[src/rtl/xadc_mux_pkg.sv]
// Shared types, channel ids and frame-byte helpers for the XADC stream multiplexer.
package xadc_mux_pkg;

   typedef enum logic [1:0] {IDLE, HDR, LOW} mux_state_t;
   typedef logic chan_id_t;

   localparam chan_id_t CH_VOLTAGE  = 1'b0;
   localparam chan_id_t CH_CURRENT  = 1'b1;
   localparam logic     HDR_FLAG    = 1'b1;
   localparam int       SAMPLE_BITS = 12;

   // Header carries the only MSB=1 in the stream so the host can resync on it.
   function automatic logic [7:0] hdr_byte(input chan_id_t ch, input logic [5:0] smp_hi);
      return {HDR_FLAG, ch, smp_hi};
   endfunction

   function automatic logic [7:0] low_byte(input logic [5:0] smp_lo);
      return {2'b00, smp_lo};
   endfunction

endpackage

[src/rtl/xadc_sample_decim.sv]
// Per-channel decimation counter: flags the sample that will be forwarded (count 0).
module xadc_sample_decim #(
   parameter int unsigned DECIM_LOG2 = 4
) (
   input  logic clk,
   input  logic rst_n,
   input  logic accept_i,
   output logic fwd_o
);

   localparam logic [DECIM_LOG2-1:0] CNT_ONE = 1;

   logic [DECIM_LOG2-1:0] cnt_q, cnt_d;

   // Natural wrap of the counter gives 2^DECIM_LOG2-1 -> 0.
   assign cnt_d = accept_i ? cnt_q + CNT_ONE : cnt_q;
   assign fwd_o = (cnt_q == '0);

   always_ff @(posedge clk or negedge rst_n) begin
      if (!rst_n) begin
         cnt_q <= '0;
      end else begin
         cnt_q <= cnt_d;
      end
   end

endmodule

[src/rtl/xadc_stream_mux.sv]
// Round-robin merge of the two XADC sample streams into a 2-byte framed byte stream.
// Optional per-channel decimation is built when XADC_MUX_DECIM_EN is defined.
//
// state | meaning
// IDLE  | no frame in flight, waiting for a grant
// HDR   | header byte {1, ch, smp[11:6]} presented
// LOW   | low byte {00, smp[5:0]} presented; a new grant may be taken on its handshake
module xadc_stream_mux
   import xadc_mux_pkg::*;
#(
   parameter int unsigned IN_WIDTH   = 16,
   parameter int unsigned SAMPLE_LSB = 4,
   parameter int unsigned DECIM_LOG2 = 4
) (
   input  logic                clk,
   input  logic                rst_n,
   input  logic [1:0]          ch_en,
   input  logic [IN_WIDTH-1:0] s0_tdata,
   input  logic                s0_tvalid,
   output logic                s0_tready,
   input  logic [IN_WIDTH-1:0] s1_tdata,
   input  logic                s1_tvalid,
   output logic                s1_tready,
   output logic [7:0]          m_tdata,
   output logic                m_tvalid,
   input  logic                m_tready
);

   mux_state_t             state_q, state_d;
   logic [7:0]             m_tdata_q, m_tdata_d;
   logic                   m_tvalid_q, m_tvalid_d;
   logic [5:0]             smp_lo_q, smp_lo_d;
   chan_id_t               last_ch_q, last_ch_d;

   logic [1:0]             vld, req, gnt, fwd, drop_rdy, tready;
   logic                   grant_ok;
   chan_id_t               gnt_ch;
   logic [SAMPLE_BITS-1:0] smp0, smp1, smp_sel;
   logic                   unused_tdata;

   assign vld          = {s1_tvalid, s0_tvalid};
   assign smp0         = s0_tdata[SAMPLE_LSB +: SAMPLE_BITS];
   assign smp1         = s1_tdata[SAMPLE_LSB +: SAMPLE_BITS];
   assign unused_tdata = ^{s0_tdata, s1_tdata};

`ifdef XADC_MUX_DECIM_EN
   logic [1:0] acc;

   assign acc = vld & ch_en & tready;

   xadc_sample_decim #(.DECIM_LOG2(DECIM_LOG2)) u_decim_v (
      .clk      (clk),
      .rst_n    (rst_n),
      .accept_i (acc[CH_VOLTAGE]),
      .fwd_o    (fwd[CH_VOLTAGE])
   );

   xadc_sample_decim #(.DECIM_LOG2(DECIM_LOG2)) u_decim_i (
      .clk      (clk),
      .rst_n    (rst_n),
      .accept_i (acc[CH_CURRENT]),
      .fwd_o    (fwd[CH_CURRENT])
   );

   // Samples to be dropped are swallowed whenever the other channel is not being granted.
   assign drop_rdy = ch_en & ~fwd & {~gnt[0], ~gnt[1]};
`else
   logic [31:0] unused_decim;

   assign unused_decim = 32'(DECIM_LOG2);
   assign fwd          = 2'b11;
   assign drop_rdy     = 2'b00;
`endif

   assign req      = ch_en & vld & fwd;
   assign grant_ok = (state_q == IDLE) || ((state_q == LOW) && m_tready);

   always_comb begin
      gnt = 2'b00;
      if (grant_ok) begin
         case (req)
            2'b01:   gnt = 2'b01;
            2'b10:   gnt = 2'b10;
            2'b11:   gnt = (last_ch_q == CH_CURRENT) ? 2'b01 : 2'b10;
            default: gnt = 2'b00;
         endcase
      end
   end

   assign gnt_ch  = gnt[CH_CURRENT];
   assign smp_sel = gnt[CH_CURRENT] ? smp1 : smp0;

   // Disabled channels are always drained so the upstream adapter never stalls.
   assign tready    = gnt | ~ch_en | drop_rdy;
   assign s0_tready = tready[CH_VOLTAGE];
   assign s1_tready = tready[CH_CURRENT];

   always_comb begin
      state_d    = state_q;
      m_tdata_d  = m_tdata_q;
      m_tvalid_d = m_tvalid_q;
      smp_lo_d   = smp_lo_q;
      last_ch_d  = last_ch_q;

      unique case (state_q)
         IDLE: ;
         HDR: begin
            if (m_tready) begin
               state_d   = LOW;
               m_tdata_d = low_byte(smp_lo_q);
            end
         end
         LOW: begin
            if (m_tready) begin
               state_d    = IDLE;
               m_tvalid_d = 1'b0;
            end
         end
         default: state_d = IDLE;
      endcase

      if (|gnt) begin
         state_d    = HDR;
         m_tvalid_d = 1'b1;
         m_tdata_d  = hdr_byte(gnt_ch, smp_sel[11:6]);
         smp_lo_d   = smp_sel[5:0];
         last_ch_d  = gnt_ch;
      end
   end

   always_ff @(posedge clk or negedge rst_n) begin
      if (!rst_n) begin
         state_q    <= IDLE;
         m_tdata_q  <= '0;
         m_tvalid_q <= 1'b0;
         smp_lo_q   <= '0;
         last_ch_q  <= CH_CURRENT;
      end else begin
         state_q    <= state_d;
         m_tdata_q  <= m_tdata_d;
         m_tvalid_q <= m_tvalid_d;
         smp_lo_q   <= smp_lo_d;
         last_ch_q  <= last_ch_d;
      end
   end

   assign m_tdata  = m_tdata_q;
   assign m_tvalid = m_tvalid_q;

endmodule
[config.mk]
export PLATFORM = sky130hd
export DESIGN_NAME = xadc_stream_mux
export DESIGN_NICKNAME = d
export VERILOG_FILES = /design/src/rtl/xadc_mux_pkg.sv /design/src/rtl/xadc_sample_decim.sv /design/src/rtl/xadc_stream_mux.sv
export SDC_FILE = /design/constraint.sdc
export NUM_CORES = 1
export LEC_CHECK = 0
export CAP_MARGIN = 20
export CORE_MARGIN = 4
export CORE_UTILIZATION = 42
export CTS_CLUSTER_SIZE = 8
export DETAILED_ROUTE_END_ITERATION = 10
export PLACE_DENSITY = 0.86
export SLEW_MARGIN = 20
export SYNTH_ARGS = -nofsm -noshare
export SYNTH_HDL_FRONTEND = slang
export SYNTH_SLANG_ARGS = --single-unit
[constraint.sdc]
create_clock -name clk -period 4.6 [get_ports clk]
set_clock_uncertainty 0.15 [all_clocks]
set_input_delay 0.46 -clock clk [delete_from_list [all_inputs] [get_ports clk]]
set_output_delay 0.46 -clock clk [all_outputs]
set_load 0.02 [all_outputs]
==> impl_metrics.json, run 1 <==
{
  "status": "completed",
  "worstRegToRegCells": 4,
  "cts_tree": "built",
  "yosys_warnings": 0,
  "clockPowerShare_pct": 12.9,
  "clkTransAtPathRegs_ns": 0.11,
  "drt_wl_total_um": 2370,
  "clock-sinks": 18,
  "design.core.area_mm2": 0.00221,
  "cellLeakagePower_nw": 0.589,
  "arrival_ns": 2.45,
  "die_w_um": 56.0,
  "dieArea_mm2": 0.00314,
  "grt_pass1_wl_um": 3920,
  "ir_drop_v": 0.000282,
  "area_delta_synth_final_pct": 46.1,
  "reg2reg_to": "m_tdata[3]",
  "r2r_slack_ns": 2.93,
  "cts_buffers": 3,
  "hold_violations": 0,
  "ys_seq_elements": 18,
  "drv_slew": 0,
  "final_cells": 177,
  "final_common_cell": "clkdlybuf4s50_1",
  "synth_top_area_share_pct": 43.9,
  "cts_hold_buf": 0,
  "dpl-instance-area_mm2": 0.00138,
  "ctsResizeCount": 0,
  "finalSetupViolations": 0,
  "synth_nets": 148,
  "place_inst": 173,
  "fin_total_pwr_uw": 758,
  "synth_area_um2": 968,
  "syn_area_per_cell_um2": 8.88,
  "synth.area.top_cells": "dfrtp_1 (44%), nand2_1 (10%), a21oi_1 (7.2%)",
  "power_frac_comb_pct": 48.0,
  "h-tree-depth": 1,
  "rsz0062_at_grt": "no",
  "grt_usage_pct": 15.4,
  "fin_area_mm2": 0.00142,
  "drv_cap": 0,
  "io_buffers": 41,
  "min_from": "last_ch_q",
  "detail_route.vias_per_cell": 5.25,
  "dp_hpwl_um": 1780,
  "yosysTopAreaCell": "dfrtp_1",
  "p_switching_uw": 295,
  "start_util_pct": 43.8,
  "wl_per_cell_um": 13.4,
  "antenna_found_initial": 0,
  "vias": 930,
  "die_h_um": 56.0,
  "seq_power_share_pct": 39.1,
  "synth_ff_type": "dfrtp_1",
  "worstReg2RegStart": "state_q[1]",
  "insertion_delay_ns": 0.29,
  "p_sw_share_pct": 38.9,
  "final_cell_mix": "clkdlybuf4s50_1 (41), nand2_1 (27), dfrtp_1 (17)",
  "grt_overflow_total": 0,
  "critPathMaxFanout": 22,
  "path_class": "input port to output pin",
  "drt-initial-drc-count": 19,
  "hold_slack_ns": 0.341,
  "finalCritPeriodShare_pct": 66.4,
  "critPathLaunchType": "input port",
  "antennaDiodeCount": 0,
  "endpoint_kind": "output pin",
  "tightest_slew_ns": 0.777,
  "place_congestion": 0.802,
  "tns_ns": 0,
  "power.density_mw_per_mm2": 536,
  "p_int_uw": 463,
  "drive_gt1_share_pct": 12.1,
  "drc": 0,
  "yosysSeqAreaShare_pct": 46.6,
  "synthCells": 109,
  "max-slew-margin-rel_pct": 48.0,
  "ant_nets": 0,
  "cp.required_ns": 3.99,
  "fmax_mhz": 327,
  "clk_root_buffer_cell": "clkbuf_4",
  "finalCriticalPeriod_ns": 3.06,
  "nFillCells": 211,
  "grt_pass1_vias": 904,
  "rows": 17,
  "synth_edf_count": 0,
  "ioPinCount": 50,
  "dr.pass1.iters": 4,
  "synth_async_sr_flop_share_pct": 100,
  "grt_max_degree": 23,
  "nets": 189,
  "clock_path_buffers": 2,
  "min_to": "last_ch_q",
  "yosysUniqueCellTypes": 26,
  "whs_path_depth": 2,
  "post_cts_buffers": 0,
  "min_path_type": "flip-flop to flip-flop"
}
==> flip-flops by register name, summed over array words and instances (netlist names) <==
name,flops
m_tvalid,1
last_ch_q,1
smp_lo_q,6
m_tdata,8
state_q,2
==> stage by stage <==
stage / util (%) / worst slack (ns)
after floorplan: - / 2.58
after detailed placement: 62.3 / 1.55
after CTS: 64.0 / 1.54
after global routing: 64.0 / 1.47
final: 64.0 / 1.54
after global placement: 62.3 / 1.57
==> worst max-delay path by stage <==
stage                from        end  slack [ns]  cells after the start
2_1_floorplan  state_q[1]  s0_tready        2.58                      4
3_3_place_gp     m_tready  s0_tready        1.57                      5
3_5_place_dp     m_tready  s0_tready        1.55                      5
4_1_cts          ch_en[0]  s0_tready        1.54                      5
5_1_grt          ch_en[0]  s0_tready        1.47                      5
6_report         ch_en[0]  s0_tready        1.54                      5
==> cell usage after synthesis, drive strengths merged (2+ instances only) <==
cell and number:
nand2 27, a21oi 20, dfrtp 17, nor2 13, a32oi 6, o21ai 4, buf 3, a211oi 2
clkbuf 2, inv 2, nor3 2
==> cell families (layout without fill, tap and decap cells) <==
family	after synthesis	count (layout)	synth area share, %
AO/OA/AOI/OAI	37	37	27.0
buffers and inverters	7	47	4.39
flip-flops	18	18	46.6
AND/OR/NAND/NOR	47	47	22.0
==> power groups by stage <==
stage          clock network (mW)  logic (mW)  registers [mW]
6_report                   0.0977       0.364           0.297
3_5_place_dp                    0       0.366           0.299
4_1_cts                    0.0996       0.367           0.295
2_1_floorplan                   0       0.185           0.337
3_3_place_gp                    0       0.358           0.295
5_1_grt                     0.106       0.398           0.310
==> worst max-delay path, stage by stage <==
cell and delay (ns):
clkdlybuf4s50_1 0.56, a22oi_2 0.16, or3_4 0.48, o21ai_1 0.16, clkdlybuf4s50_1 0.62
==> routing by layer <==
metal	wire [um]	vias to the layer above	GRT usage (%)
li1	-	467	-
met1	1080	431	18.9
met2	1160	30	25.9
met3	125	2	2.55
met4	10	0	7.46
met5	0	-	0
==> layout make-up <==
cell class / instances / area (um2) / share of cell area [%]
Sequential cell: 18 / 452 / 31.9
Clock buffer: 4 / 36.3 / 2.56
Multi-Input combinational cell: 84 / 474 / 33.5
Inverter: 2 / 7.51 / 0.531
Timing Repair Buffer: 41 / 410 / 29.0
Tap cell: 28 / 35.0 / 2.48
No activity file was read; power rests on OpenSTA's default activity.
==> run 2, diff against run 1 <==
- CORE_UTILIZATION: 42 -> 35
- PLACE_DENSITY: 0.86 -> 0.77
- clock period: 4.6 -> 2.7 ns (I/O delays scaled with it)
==> impl_metrics.json, run 2 (synthesis results as in run 1) <==
{
  "post-place-ws_ns": 0.136,
  "post_cts_buffers": 0,
  "insertion_delay_ns": 0.29,
  "nFillCells": 256,
  "drc": 0,
  "arrival_ns": 2.15,
  "tightest_slew_ns": 0.825,
  "cts_tree": "built",
  "grt_overflow_total": 0,
  "nets": 194,
  "power.density_mw_per_mm2": 907,
  "cp.required_ns": 2.28,
  "status": "completed",
  "min_path_type": "input port to asynchronous set/reset pin",
  "ioPinCount": 50,
  "crit_chain": "clkdlybuf4s50_1 -> a22oi_2 -> or3_4 -> o21ai_1 -> clkdlybuf4s50_1",
  "largest_reg_flops": 8,
  "clock-sinks": 18,
  "path_class": "input port to output pin",
  "h-tree-depth": 1,
  "finalSetupViolations": 0,
  "crit_path_top_delay_cell": "clkdlybuf4s50_1",
  "ctsResizeCount": 0,
  "drt-initial-drc-count": 16,
  "dp_hpwl_um": 2030,
  "grt_pass1_wl_um": 4440,
  "rsz0062_at_grt": "no",
  "grt_max_degree": 19,
  "cts_hold_buf": 0,
  "critPathMaxFanout": 6,
  "multiInputGateArea_um2": 474,
  "clock_path_buffers": 2,
  "finalCritPeriodShare_pct": 95.1,
  "area_delta_synth_final_pct": 50.3,
  "drv_slew": 0,
  "start_util_pct": 37.7,
  "dr.pass1.iters": 4,
  "hold_violations": 0,
  "finalCriticalPeriod_ns": 2.57,
  "drv_cap": 0,
  "drt_wl_total_um": 2670,
  "die_h_um": 60.6,
  "cellLeakagePower_nw": 0.613,
  "dieArea_mm2": 0.00367,
  "die_w_um": 60.6,
  "postLayoutSetupSlackWorst_ns": 0.133,
  "tns_ns": 0,
  "drive_gt1_share_pct": 14.9,
  "worstRegToRegCells": 5,
  "rows": 18,
  "vias": 971,
  "hold_slack_ns": 0.285,
  "max_stage_delay_ns": 0.62,
  "detail_route.vias_per_cell": 5.28,
  "regArea_um2": 452,
  "crit_path_frequent_cell": "clkdlybuf4s50_1",
  "ir_drop_v": 0.000498,
  "clkTransAtPathRegs_ns": 0.11,
  "place_congestion": 0.801,
  "ant_nets": 0,
  "antenna_found_initial": 0,
  "cts_buffers": 3,
  "endpoint_kind": "output pin",
  "antennaDiodeCount": 0,
  "final_common_cell": "clkdlybuf4s50_1",
  "critPathLaunchType": "input port",
  "fmax_mhz": 390,
  "wl_per_cell_um": 14.5,
  "final_cell_mix": "clkdlybuf4s50_1 (41), nand2_1 (27), dfrtp_1 (17)",
  "post-route-util_pct": 56.7,
  "grt_usage_pct": 16.1,
  "grt_pass1_vias": 991,
  "io_buffers": 41,
  "design.core.area_mm2": 0.00257,
  "clk_root_buffer_cell": "clkbuf_4",
  "max-slew-margin-rel_pct": 44.8
}
-- run 2: changes by cell type in the layout (fill, tap and decap cells not counted), sizes merged --
cell	previous run	this run
buf	0	5
-- run 2: through the flow --
| stage | std cells | power (mW) | instance area [um2] |
|---|---|---|---|
| 6_report | 184 | 1.32 | 1460 |
| 3_3_place_gp | 180 | 1.13 | 1420 |
| 3_5_place_dp | 180 | 1.16 | 1420 |
| 5_1_grt | 184 | 1.42 | 1460 |
| 4_1_cts | 184 | 1.32 | 1460 |
| 2_1_floorplan | 109 | 0.889 | 968 |
-- run 2: routing by layer --
layer / wire length (um) / global-route usage [%]
met4: 28 / 5.57
met2: 1420 / 29.6
met3: 167 / 2.98
met5: 0 / 0
met1: 1060 / 18.5
-- run 2: cell type report --
type | count | area share, %
multi-input cells | 84 | 32.6
flip-flops and latches | 18 | 31.0
repair buffers | 46 | 30.8
well taps | 30 | 2.58
clock buffers | 4 | 2.49
inverters | 2 | 0.516
-- run 2: final timing paths --
path                               to  slack (ns)        from
setup / recovery            s1_tready        0.13   s0_tvalid
max in group asynchronous  m_tdata[2]        1.60       rst_n
hold / removal             m_tdata[6]        0.28       rst_n
min in group clk            last_ch_q        0.34   last_ch_q
setup reg to reg           m_tdata[4]        0.93  state_q[1]
hold reg to reg             last_ch_q        0.34   last_ch_q
-- run 2: power breakdown --
group          switching, mW  internal [mW]
sequential             0.102          0.407
clock                 0.0884         0.0822
combinational          0.330          0.310
-- run 2: critical path, delay by kind of cell --
family | cells | cell delay [ns]
buf+inv | 2 | 1.17
simple gates | 1 | 0.40
compound gates | 2 | 0.31
==> run 3, diff against run 2 <==
- GPL_TIMING_DRIVEN: not set -> 1
==> results of run 3 <==
The final DEF is identical to that of run 2; final timing and power are the same.
